<file path="src/rtl/stack_push_sequencer.sv">
// rtl/stack_push_sequencer.sv - push sequencer that saves flags and return PC on CALL / interrupt
//
// Purpose:
//   Writes the return context onto a downward-growing stack of 16-bit words.
//   An interrupt pushes flags, PC[31:16] and PC[15:0]. A CALL pushes
//   PC[31:16] and PC[15:0]. Each write goes to the current stack pointer,
//   which is then decremented. A one-cycle done/sp_we pulse follows the last
//   write and hands the final stack pointer back to the register file.
//
// Ports:
//   clk        in   system clock, rising-edge active
//   reset      in   asynchronous active-low reset
//   call_req   in   CALL in execute: push return PC
//   int_req    in   interrupt taken: push flags then return PC (wins over call_req)
//   pc         in   [31:0]       return PC to save
//   flags      in   [FLAG_W-1:0] condition flags to save
//   sp_in      in   [31:0]       current stack pointer
//   mem_we     out  data-memory write enable
//   mem_addr   out  [31:0]       data-memory word address
//   mem_wdata  out  [15:0]       data-memory write word
//   sp_out     out  [31:0]       updated stack pointer (valid with sp_we)
//   sp_we      out  one-cycle write strobe for sp_out
//   stall      out  holds fetch/decode while a push sequence is in progress
//   done       out  one-cycle end-of-sequence pulse
module stack_push_sequencer #(
  parameter int FLAG_W = 3
) (
  input  logic              clk,
  input  logic              reset,
  input  logic              call_req,
  input  logic              int_req,
  input  logic [31:0]       pc,
  input  logic [FLAG_W-1:0] flags,
  input  logic [31:0]       sp_in,
  output logic              mem_we,
  output logic [31:0]       mem_addr,
  output logic [15:0]       mem_wdata,
  output logic [31:0]       sp_out,
  output logic              sp_we,
  output logic              stall,
  output logic              done
);

  // Flags must fit in one stack word.
  if (FLAG_W < 1 || FLAG_W > 16) begin : g_flag_w_check
    $error("stack_push_sequencer: FLAG_W must be in 1..16");
  end

  typedef enum logic [1:0] {
    IDLE       = 2'd0,
    PUSH_FLAGS = 2'd1,
    PUSH_PC_HI = 2'd2,
    PUSH_PC_LO = 2'd3
  } state_t;

  state_t            state;
  state_t            state_nxt;
  logic [31:0]       sp_reg;
  logic [31:0]       pc_reg;
  logic [FLAG_W-1:0] flags_reg;
  logic              done_reg;
  logic [15:0]       flags_ext;

  logic in_push;
  logic accept_int;
  logic accept_call;

  assign in_push     = (state != IDLE);
  // Requests are only sampled in IDLE; the done cycle is an IDLE cycle, which
  // is what lets a waiting request start with no gap.
  assign accept_int  = (state == IDLE) && int_req;
  assign accept_call = (state == IDLE) && call_req && !int_req;

  always_comb begin
    flags_ext = '0;
    flags_ext[FLAG_W-1:0] = flags_reg;
  end

  // State register and captured context
  always_ff @(posedge clk or negedge reset) begin
    if (!reset) begin
      state     <= IDLE;
      sp_reg    <= '0;
      pc_reg    <= '0;
      flags_reg <= '0;
      done_reg  <= 1'b0;
    end else begin
      state    <= state_nxt;
      done_reg <= (state == PUSH_PC_LO);
      if (accept_int) begin
        pc_reg    <= pc;
        flags_reg <= flags;
        sp_reg    <= sp_in;
      end else if (accept_call) begin
        pc_reg <= pc;
        sp_reg <= sp_in;
      end else if (in_push) begin
        // Post-decrement after every write; wraps 0 -> 0xFFFFFFFF silently.
        sp_reg <= sp_reg - 32'd1;
      end
    end
  end

  // Next state and memory-port outputs
  always_comb begin
    state_nxt = state;
    mem_we    = 1'b0;
    mem_addr  = '0;
    mem_wdata = '0;
    case (state)
      IDLE: begin
        if (int_req) begin
          state_nxt = PUSH_FLAGS;
        end else if (call_req) begin
          state_nxt = PUSH_PC_HI;
        end
      end
      PUSH_FLAGS: begin
        mem_we    = 1'b1;
        mem_addr  = sp_reg;
        mem_wdata = flags_ext;
        state_nxt = PUSH_PC_HI;
      end
      PUSH_PC_HI: begin
        mem_we    = 1'b1;
        mem_addr  = sp_reg;
        mem_wdata = pc_reg[31:16];
        state_nxt = PUSH_PC_LO;
      end
      PUSH_PC_LO: begin
        mem_we    = 1'b1;
        mem_addr  = sp_reg;
        mem_wdata = pc_reg[15:0];
        state_nxt = IDLE;
      end
      default: begin
        state_nxt = IDLE;
      end
    endcase
  end

  // Stall covers the accept cycle combinationally; gating with reset keeps it
  // low while reset is asserted even if a request is present.
  assign stall  = reset && (in_push || call_req || int_req);
  assign done   = done_reg;
  assign sp_we  = done_reg;
  // sp_reg still holds the final pointer during the done cycle, even if a new
  // request is accepted at the end of that cycle.
  assign sp_out = sp_reg;

endmodule

</file>
<file path="config.mk">
export PLATFORM = sky130hd
export DESIGN_NAME = stack_push_sequencer
export DESIGN_NICKNAME = d
export VERILOG_FILES = /design/src/rtl/stack_push_sequencer.sv
export SDC_FILE = /design/constraint.sdc
export NUM_CORES = 1
export LEC_CHECK = 0
export ABC_AREA = 0
export CAP_MARGIN = 5
export CORE_AREA = 2 2 126 79
export DETAILED_ROUTE_END_ITERATION = 8
export DIE_AREA = 0 0 128 81
export PLACE_DENSITY = 0.85
export SLEW_MARGIN = 20
export SYNTH_ARGS = -nofsm -noshare
export SYNTH_HDL_FRONTEND = slang
export SYNTH_SLANG_ARGS = --single-unit
export TNS_END_PERCENT = 100
</file>
<file path="constraint.sdc">
create_clock -name clk -period 2.5 [get_ports clk]
set_clock_uncertainty 0.05 [all_clocks]
set_input_delay 0.5 -clock clk [delete_from_list [all_inputs] [get_ports clk]]
set_output_delay 0.5 -clock clk [all_outputs]
set_load 0.01 [all_outputs]
</file>
==> impl_metrics.ini <==
[run_status]
status = completed

[worst_hold_path]
worstHoldPathType = input pin to asynchronous set/reset pin

[drt]
dr.pass1.iters = 6
ant_nets = 0
num_vias = 3724
drc_errors = 0
wire_per_inst_um = 16.8
drt-initial-drc-count = 261
avgViaCountPerCell = 5.32
wirelength_um = 11800

[floorplan]
dieArea_um2 = 10400
die_w_um = 128
start_util_pct = 43.1
dieHeight_um = 81
fp.coreArea_um2 = 9390
num_io_pins = 155
core.rowCount = 28

[synthesis]
async_flop_share_pct = 100
syn_inst = 425
seq_area_frac_synth_pct = 43.3
syn-cell-area_um2 = 4050
yosys_most_used_dff = dfrtp_1
avgSynthCellArea_um2 = 9.52
ys.warnings.count = 0
yosysUniqueCellTypes = 41
synth_edf_count = 0
synth-seq-cells = 70
syn_nets = 502

[sta]
timing.final.crit_share_pct = 97.6
report.final.slew_viol_count = 0
period_needed_ns = 2.44
fin_ws_ns = 0.0600
fmax_mhz = 410
rsz0062_at_grt = true
tightestPinTransition_ns = 0.878
hold_violations = 0
slew-limit-headroom_pct = 41.5
hold_ws_ns = 0.350
finalSetupViolations = 0

[power_and_ir_drop]
p_total_mw = 8.01
peakVddDrop_uv = 737
power.density_nw_per_um2 = 1310
leakagePower_nw = 2.84

[finish]
seq_area_um2 = 1750
layout_common_cells = 112 x clkdlybuf4s50_1, 70 x dfrtp_1, 67 x nand2_1
final_common_cell = clkdlybuf4s50_1
num_antenna_cells = 0
syn2layout_area_growth_pct = 50.8
multi_input_area_um2 = 2140
nets = 652
fill_cells = 763
drive_above_1_share_pct = 13.4

[critical_path]
crit_type = register to output pin
critPathArrivalTime_ns = 1.89
path_max_fanout = 15
worst_setup_path_start_kind = register
cp.required_ns = 1.95
crit_path_end_kind = output pin

[grt]
grt_max_degree = 71
grt_pass1_vias = 3529
grt_usage_pct = 22.8
grt_pass1_wl_um = 18300
antenna_found_initial = 0
grt_overflow = 0

[clock_tree]
clk_latency_ns = 0.33
numCtsBuffers = 9
clkSlewWorstSetupHoldPaths_ns = 0.06
ctsRootBufferMaster = clkbuf_16
cts_sinks = 70
h-tree-depth = 3
cts_buffer_depth = 2
cts_tree = built

[place]
pre_cts_ws_ns = 0.0511
place_congestion = 0.804
port_buffers = 154
hpwlAfterDp_um = 8330

[flow_run]
cap_viol_max_count = 0
[per-layer routing]
layer | global-route usage, % | up-vias | wire, um
met1 | 30.9 | 1825 | 5300
met3 | 5.80 | 8 | 700
met4 | 6.92 | 0 | 110
met5 | 0 | - | 0
met2 | 36.5 | 127 | 5660
li1 | - | 1764 | -
[kinds of logic (layout without fill, tap and decap cells)]
logic type	count (synthesis)	in the layout	share of synthesized area [%]
simple gates	185	185	22.8
buf+inv	38	193	4.02
compound gates	49	49	8.72
xor+xnor	28	28	6.06
fa+ha+maj	6	6	1.86
mux	49	49	13.2
flops	70	70	43.3
[cell type report]
cell class                      count  share of cell area, %
Clock buffer                        9                   3.69
Clock inverter                      7                   1.23
Inverter                            7                  0.431
Multi-Input combinational cell    317                   35.1
Sequential cell                    70                   28.7
Tap cell                          120                   2.46
Timing Repair Buffer              170                   28.4
[worst max-delay path: stages (launching register included)]
cell and delay, ns:
dfrtp_1 0.40, inv_1 0.15, ha_2 0.23, buf_4 0.23
nor2_1 0.06, clkdlybuf4s50_1 0.48
[stage by stage]
| step | instances | setup TNS [ns] | utilization [%] | instance area [um^2] |
|---|---|---|---|---|
| finish | 700 | 0 | 65.0 | 6100 |
| floorplan | 425 | 0 | - | 4050 |
| CTS | 700 | -0.00395 | 64.3 | 6030 |
| global placement | 683 | 0 | 61.2 | 5740 |
| global route | 700 | -0.00416 | 65.0 | 6100 |
| detailed placement | 683 | 0 | 61.2 | 5740 |
[synthesized netlist by cell type, types with 3 or more instances]
cell type / number / area share [%]
dfrtp_1: 70 / 43
nand2_1: 67 / 6.2
nor2_1: 37 / 3.4
mux2_2: 35 / 9.7
nor2b_1: 33 / 5.1
clkbuf_1: 23 / 2.1
xor2_1: 20 / 4.3
mux2i_1: 14 / 3.5
nand3_1: 14 / 1.7
a22oi_1: 13 / 2.4
a31oi_1: 10 / 1.5
o21a_1: 9 / 1.7
xnor2_1: 8 / 1.7
inv_1: 7 / 0.65
nor3_1: 7 / 0.87
ha_1: 6 / 1.9
nand4_1: 6 / 0.93
nor4_1: 5 / 0.77
buf_2: 4 / 0.49
o21ai_1: 4 / 0.49
or3_1: 4 / 0.62
a222oi_1: 3 / 0.74
nand3b_1: 3 / 0.56
[path summary, 6_finish.rpt]
| path | start | endpoint | slack (ns) | cells past startpoint |
|---|---|---|---|---|
| max | state[1]$_DFFE_PN0P_ | mem_addr[1] | 0.06 | 5 |
| min | reset | sp_out[24]$_DFFE_PN0P_ | 0.35 | 2 |
| max reg2reg | sp_out[0]$_DFFE_PN0P_ | sp_out[30]$_DFFE_PN0P_ | 0.19 | 8 |
| min reg2reg | pc_reg[23]$_DFFE_PN0P_ | pc_reg[23]$_DFFE_PN0P_ | 0.46 | 1 |
| max in group asynchronous | reset | sp_out[2]$_DFFE_PN0P_ | 1.46 | 2 |
| min in group clk | pc_reg[23]$_DFFE_PN0P_ | pc_reg[23]$_DFFE_PN0P_ | 0.46 | 1 |
[repair_timing]
item | CTS | global route
hold buffers | 0 | 0
gates resized for setup | 17 | 26
setup endpoints to repair | 35 | 25
pin swaps | 1 | 1
setup buffers | 1 | 0
[where the power goes]
group,internal (mW),switching [mW],leakage [nW]
logic,2.38,1.96,1.89
clock network,0.773,0.507,0.138
registers,1.72,0.666,0.816
(Power assumes the default switching activity.)
